[src/rtl/data_mem_arbiter_if.sv]
// Requester handshake ports and registered command bus of the data memory arbiter.
// slave is the arbiter's view; master is the requesters-plus-memory view.
interface data_mem_arbiter_if #(
    parameter int ADDR_W = 7,
    parameter int DATA_W = 32
);
    logic              m0_req;
    logic              m0_we;
    logic [ADDR_W-1:0] m0_addr;
    logic [DATA_W-1:0] m0_wdata;
    logic              m0_gnt;
    logic              m0_rvalid;
    logic [DATA_W-1:0] m0_rdata;

    logic              m1_req;
    logic              m1_we;
    logic [ADDR_W-1:0] m1_addr;
    logic [DATA_W-1:0] m1_wdata;
    logic              m1_gnt;
    logic              m1_rvalid;
    logic [DATA_W-1:0] m1_rdata;

    logic              init_done;
    logic [ADDR_W-1:0] mem_addr;
    logic [DATA_W-1:0] mem_write_data;
    logic              mem_memWrite;
    logic              mem_memRead;
    logic [DATA_W-1:0] mem_read_data;

    modport slave (
        input  m0_req, m0_we, m0_addr, m0_wdata,
        input  m1_req, m1_we, m1_addr, m1_wdata,
        input  mem_read_data,
        output m0_gnt, m0_rvalid, m0_rdata,
        output m1_gnt, m1_rvalid, m1_rdata,
        output init_done, mem_addr, mem_write_data, mem_memWrite, mem_memRead
    );

    modport master (
        output m0_req, m0_we, m0_addr, m0_wdata,
        output m1_req, m1_we, m1_addr, m1_wdata,
        output mem_read_data,
        input  m0_gnt, m0_rvalid, m0_rdata,
        input  m1_gnt, m1_rvalid, m1_rdata,
        input  init_done, mem_addr, mem_write_data, mem_memWrite, mem_memRead
    );
endinterface

[src/rtl/data_mem_arbiter.sv]
// Two-port round-robin front end for the single-ported data memory: zero-fills the
// memory after reset, then registers one arbitrated command per clock.
module data_mem_arbiter #(
    parameter int ADDR_W         = 7,
    parameter int DATA_W         = 32,
    parameter bit CLEAR_ON_RESET = 1'b1
) (
    input  logic                clk,
    input  logic                rst_n,
    data_mem_arbiter_if.slave   bus
);
    typedef enum logic {
        CLEAR = 1'b0,
        RUN   = 1'b1
    } state_t;

    localparam state_t RESET_STATE = CLEAR_ON_RESET ? CLEAR : RUN;

    state_t            state_reg;
    state_t            state_next;
    logic [ADDR_W-1:0] clr_cnt_reg;
    logic              rr_last_reg;

    logic [ADDR_W-1:0] mem_addr_reg;
    logic [DATA_W-1:0] mem_wdata_reg;
    logic              mem_write_reg;
    logic              mem_read_reg;
    logic              cmd_owner_reg;
    logic              rsp_valid_reg;
    logic              rsp_owner_reg;

    logic [1:0]        req_vec;
    logic [1:0]        we_vec;
    logic [1:0]        gnt_vec;
    logic [1:0]        rvalid_vec;
    logic [ADDR_W-1:0] addr_arr  [2];
    logic [DATA_W-1:0] wdata_arr [2];
    logic [DATA_W-1:0] rdata_arr [2];

    logic              transfer;
    logic              winner;

    assign req_vec      = {bus.m1_req, bus.m0_req};
    assign we_vec       = {bus.m1_we, bus.m0_we};
    assign addr_arr[0]  = bus.m0_addr;
    assign addr_arr[1]  = bus.m1_addr;
    assign wdata_arr[0] = bus.m0_wdata;
    assign wdata_arr[1] = bus.m1_wdata;

    // Grants are only issued in RUN; a contested cycle goes to the port that did not win last.
    always_comb begin
        state_next = state_reg;
        gnt_vec    = 2'b00;
        case (state_reg)
            CLEAR: begin
                if (&clr_cnt_reg) begin
                    state_next = RUN;
                end
            end
            RUN: begin
                if (req_vec[0] && (!req_vec[1] || rr_last_reg)) begin
                    gnt_vec[0] = 1'b1;
                end else if (req_vec[1]) begin
                    gnt_vec[1] = 1'b1;
                end
            end
            default: state_next = RESET_STATE;
        endcase
    end

    assign transfer = |gnt_vec;
    assign winner   = gnt_vec[1];

    always_ff @(posedge clk or negedge rst_n) begin
        if (!rst_n) begin
            state_reg <= RESET_STATE;
        end else begin
            state_reg <= state_next;
        end
    end

    always_ff @(posedge clk or negedge rst_n) begin
        if (!rst_n) begin
            clr_cnt_reg   <= '0;
            rr_last_reg   <= 1'b1;
            mem_addr_reg  <= '0;
            mem_wdata_reg <= '0;
            mem_write_reg <= 1'b0;
            mem_read_reg  <= 1'b0;
            cmd_owner_reg <= 1'b0;
        end else if (state_reg == CLEAR) begin
            clr_cnt_reg   <= clr_cnt_reg + 1'b1;
            mem_addr_reg  <= clr_cnt_reg;
            mem_wdata_reg <= '0;
            mem_write_reg <= 1'b1;
            mem_read_reg  <= 1'b0;
        end else if (transfer) begin
            rr_last_reg   <= winner;
            cmd_owner_reg <= winner;
            mem_addr_reg  <= addr_arr[winner];
            mem_wdata_reg <= wdata_arr[winner];
            mem_write_reg <= we_vec[winner];
            mem_read_reg  <= !we_vec[winner];
        end else begin
            mem_write_reg <= 1'b0;
            mem_read_reg  <= 1'b0;
        end
    end

    // The memory answers one cycle after the read strobe, so the owner tag trails it by one stage.
    always_ff @(posedge clk or negedge rst_n) begin
        if (!rst_n) begin
            rsp_valid_reg <= 1'b0;
            rsp_owner_reg <= 1'b0;
        end else begin
            rsp_valid_reg <= mem_read_reg;
            rsp_owner_reg <= cmd_owner_reg;
        end
    end

    genvar gi;
    generate
        for (gi = 0; gi < 2; gi++) begin : g_rsp
            assign rvalid_vec[gi] = rsp_valid_reg && (rsp_owner_reg == 1'(gi));
            assign rdata_arr[gi]  = rvalid_vec[gi] ? bus.mem_read_data : '0;
        end
    endgenerate

    assign bus.m0_gnt         = gnt_vec[0];
    assign bus.m1_gnt         = gnt_vec[1];
    assign bus.m0_rvalid      = rvalid_vec[0];
    assign bus.m1_rvalid      = rvalid_vec[1];
    assign bus.m0_rdata       = rdata_arr[0];
    assign bus.m1_rdata       = rdata_arr[1];
    assign bus.init_done      = (state_reg == RUN);
    assign bus.mem_addr       = mem_addr_reg;
    assign bus.mem_write_data = mem_wdata_reg;
    assign bus.mem_memWrite   = mem_write_reg;
    assign bus.mem_memRead    = mem_read_reg;
endmodule

[src/flat_wrapper.sv]
// flat-port wrapper written by rule: the top's interface ports become plain ports
module data_mem_arbiter_flat 
#(
    parameter int ADDR_W         = 7,
    parameter int DATA_W         = 32,
    parameter bit CLEAR_ON_RESET = 1'b1
)
  (clk, rst_n, bus_m0_req, bus_m0_we, bus_m0_addr, bus_m0_wdata, bus_m1_req, bus_m1_we, bus_m1_addr, bus_m1_wdata, bus_mem_read_data, bus_m0_gnt, bus_m0_rvalid, bus_m0_rdata, bus_m1_gnt, bus_m1_rvalid, bus_m1_rdata, bus_init_done, bus_mem_addr, bus_mem_write_data, bus_mem_memWrite, bus_mem_memRead);
  data_mem_arbiter_if #(.ADDR_W(ADDR_W), .DATA_W(DATA_W)) bus_i ();
  input  logic clk;
  input  logic rst_n;
  input wire logic [$bits(bus_i.m0_req)-1:0] bus_m0_req;
  input wire logic [$bits(bus_i.m0_we)-1:0] bus_m0_we;
  input wire logic [$bits(bus_i.m0_addr)-1:0] bus_m0_addr;
  input wire logic [$bits(bus_i.m0_wdata)-1:0] bus_m0_wdata;
  input wire logic [$bits(bus_i.m1_req)-1:0] bus_m1_req;
  input wire logic [$bits(bus_i.m1_we)-1:0] bus_m1_we;
  input wire logic [$bits(bus_i.m1_addr)-1:0] bus_m1_addr;
  input wire logic [$bits(bus_i.m1_wdata)-1:0] bus_m1_wdata;
  input wire logic [$bits(bus_i.mem_read_data)-1:0] bus_mem_read_data;
  output wire logic [$bits(bus_i.m0_gnt)-1:0] bus_m0_gnt;
  output wire logic [$bits(bus_i.m0_rvalid)-1:0] bus_m0_rvalid;
  output wire logic [$bits(bus_i.m0_rdata)-1:0] bus_m0_rdata;
  output wire logic [$bits(bus_i.m1_gnt)-1:0] bus_m1_gnt;
  output wire logic [$bits(bus_i.m1_rvalid)-1:0] bus_m1_rvalid;
  output wire logic [$bits(bus_i.m1_rdata)-1:0] bus_m1_rdata;
  output wire logic [$bits(bus_i.init_done)-1:0] bus_init_done;
  output wire logic [$bits(bus_i.mem_addr)-1:0] bus_mem_addr;
  output wire logic [$bits(bus_i.mem_write_data)-1:0] bus_mem_write_data;
  output wire logic [$bits(bus_i.mem_memWrite)-1:0] bus_mem_memWrite;
  output wire logic [$bits(bus_i.mem_memRead)-1:0] bus_mem_memRead;
  assign bus_i.m0_req = bus_m0_req;
  assign bus_i.m0_we = bus_m0_we;
  assign bus_i.m0_addr = bus_m0_addr;
  assign bus_i.m0_wdata = bus_m0_wdata;
  assign bus_i.m1_req = bus_m1_req;
  assign bus_i.m1_we = bus_m1_we;
  assign bus_i.m1_addr = bus_m1_addr;
  assign bus_i.m1_wdata = bus_m1_wdata;
  assign bus_i.mem_read_data = bus_mem_read_data;
  assign bus_m0_gnt = bus_i.m0_gnt;
  assign bus_m0_rvalid = bus_i.m0_rvalid;
  assign bus_m0_rdata = bus_i.m0_rdata;
  assign bus_m1_gnt = bus_i.m1_gnt;
  assign bus_m1_rvalid = bus_i.m1_rvalid;
  assign bus_m1_rdata = bus_i.m1_rdata;
  assign bus_init_done = bus_i.init_done;
  assign bus_mem_addr = bus_i.mem_addr;
  assign bus_mem_write_data = bus_i.mem_write_data;
  assign bus_mem_memWrite = bus_i.mem_memWrite;
  assign bus_mem_memRead = bus_i.mem_memRead;
  data_mem_arbiter #(.ADDR_W(ADDR_W), .DATA_W(DATA_W), .CLEAR_ON_RESET(CLEAR_ON_RESET)) u_core (.clk(clk), .rst_n(rst_n), .bus(bus_i));
endmodule
[config.mk]
export PLATFORM = sky130hd
export DESIGN_NAME = data_mem_arbiter_flat
export DESIGN_NICKNAME = d
export VERILOG_FILES = /design/src/rtl/data_mem_arbiter_if.sv /design/src/rtl/data_mem_arbiter.sv /design/src/flat_wrapper.sv
export SDC_FILE = /design/constraint.sdc
export NUM_CORES = 1
export LEC_CHECK = 0
export BUFFER_PORTS_ARGS = -buffer_cell sky130_fd_sc_hd__buf_2
export CAP_MARGIN = 20
export CORE_MARGIN = 2
export CORE_UTILIZATION = 44
export CTS_BUF_LIST = sky130_fd_sc_hd__clkbuf_2
export DETAILED_ROUTE_END_ITERATION = 10
export PLACE_DENSITY = 0.84
export SLEW_MARGIN = 30
export SYNTH_ARGS = -nofsm -noshare
export SYNTH_HDL_FRONTEND = slang
export SYNTH_SLANG_ARGS = --single-unit
[constraint.sdc]
create_clock -name clk -period 1.8 [get_ports clk]
set_input_delay 0.45 -clock clk [delete_from_list [all_inputs] [get_ports clk]]
set_output_delay 0.45 -clock clk [all_outputs]
set_load 0.01 [all_outputs]
* After elaboration in Yosys (flattened, before gate mapping)
Cells that the tools add are included. Widths: inputs -> output; s select.
Word-level totals: bits in registers 53, output and inout bits 110, word-level logic and storage cells 49, bits of input ports 116
Cells by class: bitwise operators 2, order comparisons 2, add/subtract/negate cells 1, reduce and logical (&&, ||, !) cells 9, mux-type cells 24, equality and inequality tests 1
Operator list (number):
- $mux 32 | 7
- $mux 7 | 5
- $mux 1 | 11
- $add 7x1->7 const B | 1
- $reduce_and 7->1 | 1
- $logic_and 1x1->1 | 3
- $ge 2x2->1 const B | 1
- $logic_not 1->1 | 2
- $lt 1x2->1 const B | 1
- $mux 2 | 1
- $ne 2x2->1 const B | 1
- $not 1->2 | 1
- $reduce_and 2->1 | 1
- $reduce_or 2->1 | 1
- $logic_or 1x1->1 | 1
- $not 1->1 | 1

* Longest topological paths before layout
depth after elaboration 11, depth in mapped cells 6, mapped depth without buffers 4

* Least setup slack after synthesis
OpenSTA, ideal clock, no wires.
path type input to output, start point in bus_m1_req, end point out bus_m1_gnt, required time 1350 ps, setup slack 214 ps, cell stages on the path 5, path buffers 3, arrival time 1136 ps, cells stage by stage and2_4 buf_6 and2_1 buf_6 buf_8
Between the ends: word-level cells in the longest chain between the ends 5
RTL lines:
- start: declaration | line flat_wrapper.sv:16 | input wire logic [$bits(bus_i.m1_req)-1:0] bus_m1_req;
- $logic_not 1->1 | line data_mem_arbiter.sv:61 | if (req_vec[0] && (!req_vec[1] || rr_last_reg)) begin
- $logic_or 1x1->1 | line data_mem_arbiter.sv:61
- $logic_and 1x1->1 | line data_mem_arbiter.sv:61
- $mux 1 (*) | line data_mem_arbiter.sv:61
- $mux 2 (*) | line data_mem_arbiter.sv:54 | case (state_reg)
- end: declaration | line flat_wrapper.sv:24 | output wire logic [$bits(bus_i.m1_gnt)-1:0] bus_m1_gnt;
Every way passes the cells marked *; elsewhere a longest branch is shown, timed or not.

* Worst setup path in the final report
start point reg u_core.rr_last_reg, end point out bus_m0_gnt
Between the ends: word-level cells in the longest chain between the ends 4
RTL lines:
- start: declaration | line data_mem_arbiter.sv:22 | logic rr_last_reg;
- start signal: assignment | line data_mem_arbiter.sv:98 | rr_last_reg <= winner;
- $logic_or 1x1->1 | line data_mem_arbiter.sv:61
- $logic_and 1x1->1 | line data_mem_arbiter.sv:61
- $mux 1 | line data_mem_arbiter.sv:61
- $mux 2 | line data_mem_arbiter.sv:54
- end: declaration | line flat_wrapper.sv:21 | output wire logic [$bits(bus_i.m0_gnt)-1:0] bus_m0_gnt;
No other way between the ends.

==> flow_metrics.py <==
metrics = {
    "placed_design": {
        "pre_cts_ws_ns": 0.0398,
        "io_buffers": 225,
        "dpl-instance-area_um2": 4720,
        "hpwl_um": 8910,
        "finalWeightedCongestion": 0.784,
    },
    "die": {
        "die_y_um": 92.3,
        "fp-row-count": 32,
        "start_util_pct": 44.8,
        "design.die.area_um2": 8510,
        "fp.dieW_um": 92.3,
        "ios": 226,
        "core-area_um2": 7650,
    },
    "drt": {
        "ant_nets": 0,
        "drt_iter0_drc": 172,
        "routed_wl_um": 12400,
        "viasPerCell": 5.43,
        "drtPass1Iterations": 4,
        "num_vias": 3727,
        "drc": 0,
        "wire_per_inst_um": 18.1,
    },
    "worst_hold_path": {
        "hold_depth": 2,
        "hp-class": "input port to flop",
    },
    "power": {
        "netSwitchingFraction_pct": 26.7,
        "clkPwrFrac_pct": 25.4,
        "ir_drop_v": 0.000301,
        "powerDensity_nw_per_um2": 386,
        "p_switching_w": 0.000514,
        "leakagePower_nw": 2.72,
        "p_int_w": 0.00141,
        "combPwrFrac_pct": 12.6,
        "power_frac_seq_pct": 62.1,
        "power.total_w": 0.00192,
    },
    "timing": {
        "hold_viol": 0,
        "final-setup-viol-count": 67,
        "layout_min_cycle_time_ns": 1.97,
        "grt_setup_unrepaired": "yes",
        "setup-tns-final_ns": -7.92,
        "drv_slew": 0,
        "fin_crit_sh_pct": 109,
        "worstMarginPinSlew_ns": 0.391,
        "setup_slack_ns": -0.166,
        "max_slew_margin_pct": 73.6,
        "clock_skew_ns": 0.0308,
        "fmaxAchievable_ghz": 0.509,
    },
    "clock_tree": {
        "cts_max_level": 2,
        "clock_sinks": 53,
        "insertion_delay_ns": 0.44,
        "cts_tree": "done",
        "cts_buffers": 5,
        "clk_pin_slew_worst_paths_ns": 0.28,
        "cts_root_buf": "clkbuf_2",
        "clk_path_buf_depth": 2,
    },
    "yosys": {
        "ys.flop_type": "dfrtp_1",
        "yosysWarnings": 0,
        "synth_cells": 358,
        "syn_nets": 475,
        "ys_types": 40,
        "synth_edf_count": 0,
        "yosysSeqAreaShare_pct": 38.7,
        "netlist_area_um2": 3430,
        "ys_seq_elements": 53,
        "yosys.area.top_type": "dfrtp_1",
        "post-synth-top-count-cell": "nand2_1",
        "yosys-top-cells-area": "dfrtp_1, o311ai_2, o311ai_4",
        "yosysTopAreaCellShare_pct": 38.0,
        "avgSynthCellArea_um2": 9.58,
        "synthArstFlopShare_pct": 100,
        "synth_common_cells": "nand2_1, dfrtp_1, nand3_1",
    },
    "setup_path": {
        "worstPathArrival_ns": 1.52,
        "crit_chain": "nand2b_4 > and3_4 > buf_6",
        "path_buf_inv": 1,
        "crit_required_ns": 1.35,
        "r2r_cells": 5,
        "crit_family": "flip-flops",
        "slowest_stage": "dfstp_2",
        "slowest_delay_ns": 0.65,
        "crit_path_start_kind": "flop",
        "end_kind": "primary output",
        "path_max_fanout": 3,
        "cp.depth": 3,
        "critPathKind": "flop to primary output",
    },
    "global_routing": {
        "grt_max_degree": 54,
        "antenna_found_initial": 3,
        "grt_pass1_vias": 3643,
        "grt_use_total_pct": 27.4,
        "grt-ovfl-total": 0,
        "grt_pass1_wl_um": 18200,
    },
    "final_layout": {
        "final_util_pct": 65.2,
        "finalInstanceArea_um2": 4990,
        "nets": 696,
        "largest_reg_flops": 32,
        "drive_gt1_share_pct": 51.7,
        "synthToLayoutAreaGrowth_pct": 45.5,
    },
    "status": {
        "outcome": "finished, violations left",
        "failed_checks": "setup timing",
    },
    "flow_run": {
        "maxCapViolCount": 0,
    },
}
==> final timing paths <==
kind                                        start                            end  slack, ns
setup reg to reg               u_core.rr_last_reg  u_core.bus.mem_write_data[30]       0.07
min in group asynchronous                   rst_n  u_core.bus.mem_write_data[24]       0.50
setup / recovery               u_core.rr_last_reg                     bus_m0_gnt      -0.17
hold reg to reg            u_core.bus.mem_memRead           u_core.rsp_valid_reg       0.41
hold / removal                          bus_m1_we         u_core.bus.mem_memRead       0.20
max in group asynchronous                   rst_n             u_core.rr_last_reg       1.01
==> cell type report <==
type	instances	area (µm²)
clock buffer	6	30.0
sequential	53	1330
fill	615	2660
inverter	1	3.75
clock inverter	2	11.3
antenna	4	10.0
multi-input combinational	268	1970
tap	102	128
timing repair buffer	250	1510
==> through the flow <==
stage,std cells,hold slack [ns]
final,686,0.199
after global placement,664,0.361
after detailed placement,664,0.362
after floorplan,358,0.154
after CTS,677,0.183
after global routing,686,0.147
==> kinds of logic (layout without fill, tap and decap cells) <==
group	count (synthesis)	after routing	synth area share, %
AND/OR/NAND/NOR	203	203	30.8
buffers and inverters	37	259	5.40
flip-flops	53	53	38.7
adder cells (fa/ha/maj)	1	1	0.365
multiplexers	6	6	1.79
other	0	4	0
AO/OA/AOI/OAI	52	52	21.4
XOR/XNOR	6	6	1.53
==> placed cells by master (no fill, tap or decap), types with 2 or more instances in the layout <==
| master | instances |
|---|---|
| buf_2 | 218 |
| nand2_1 | 65 |
| dfrtp_1 | 51 |
| nand3_1 | 37 |
| and2_1 | 32 |
| and3_1 | 30 |
| o311ai_2 | 18 |
| buf_4 | 13 |
| nand2b_1 | 12 |
| o311ai_4 | 10 |
| nor2_1 | 8 |
| buf_6 | 8 |
| buf_12 | 8 |
| clkbuf_2 | 6 |
| mux2i_1 | 5 |
| a21oi_1 | 5 |
| a221oi_1 | 5 |
| xnor2_1 | 5 |
| diode_2 | 4 |
| o311ai_0 | 4 |
| and2_4 | 3 |
| and3_4 | 3 |
| nor2b_1 | 3 |
| o21ai_0 | 2 |
| a211oi_1 | 2 |
==> worst reg2reg max path: cells and delay by family (launching register included) <==
| family | cells | cell delay (ns) |
|---|---|---|
| simple gates | 2 | 0.25 |
| compound gates | 1 | 0.42 |
| flops | 1 | 0.65 |
| buf+inv | 2 | 0.31 |
==> timing repair <==
| action | 4_1_cts | 5_1_grt |
|---|---|---|
| gates cloned | 1 | 1 |
| setup endpoints to repair | 69 | 68 |
| buffers inserted | 3 | 4 |
| pin swaps | 0 | 2 |
| endpoints found under the hold margin | 52 | 0 |
| hold buffers | 1 | 0 |
| resized for setup | 16 | 6 |
==> power groups by stage <==
stage | combinational, W | clock (W) | sequential [W]
floorplan | 0.0000446 | 0 | 0.00121
global placement | 0.000227 | 0 | 0.00121
detailed placement | 0.000232 | 0 | 0.00121
CTS | 0.000239 | 0.000499 | 0.00119
global route | 0.000260 | 0.000536 | 0.00120
finish | 0.000242 | 0.000488 | 0.00119
==> routing by layer <==
metal	global-route usage (%)	wire (µm)	vias up
met5	0	0	-
li1	-	-	1713
met1	29.1	4420	1796
met4	15.5	610	0
met3	4.44	688	43
met2	51.1	6670	175
No activity file was read; power rests on OpenSTA's default activity.
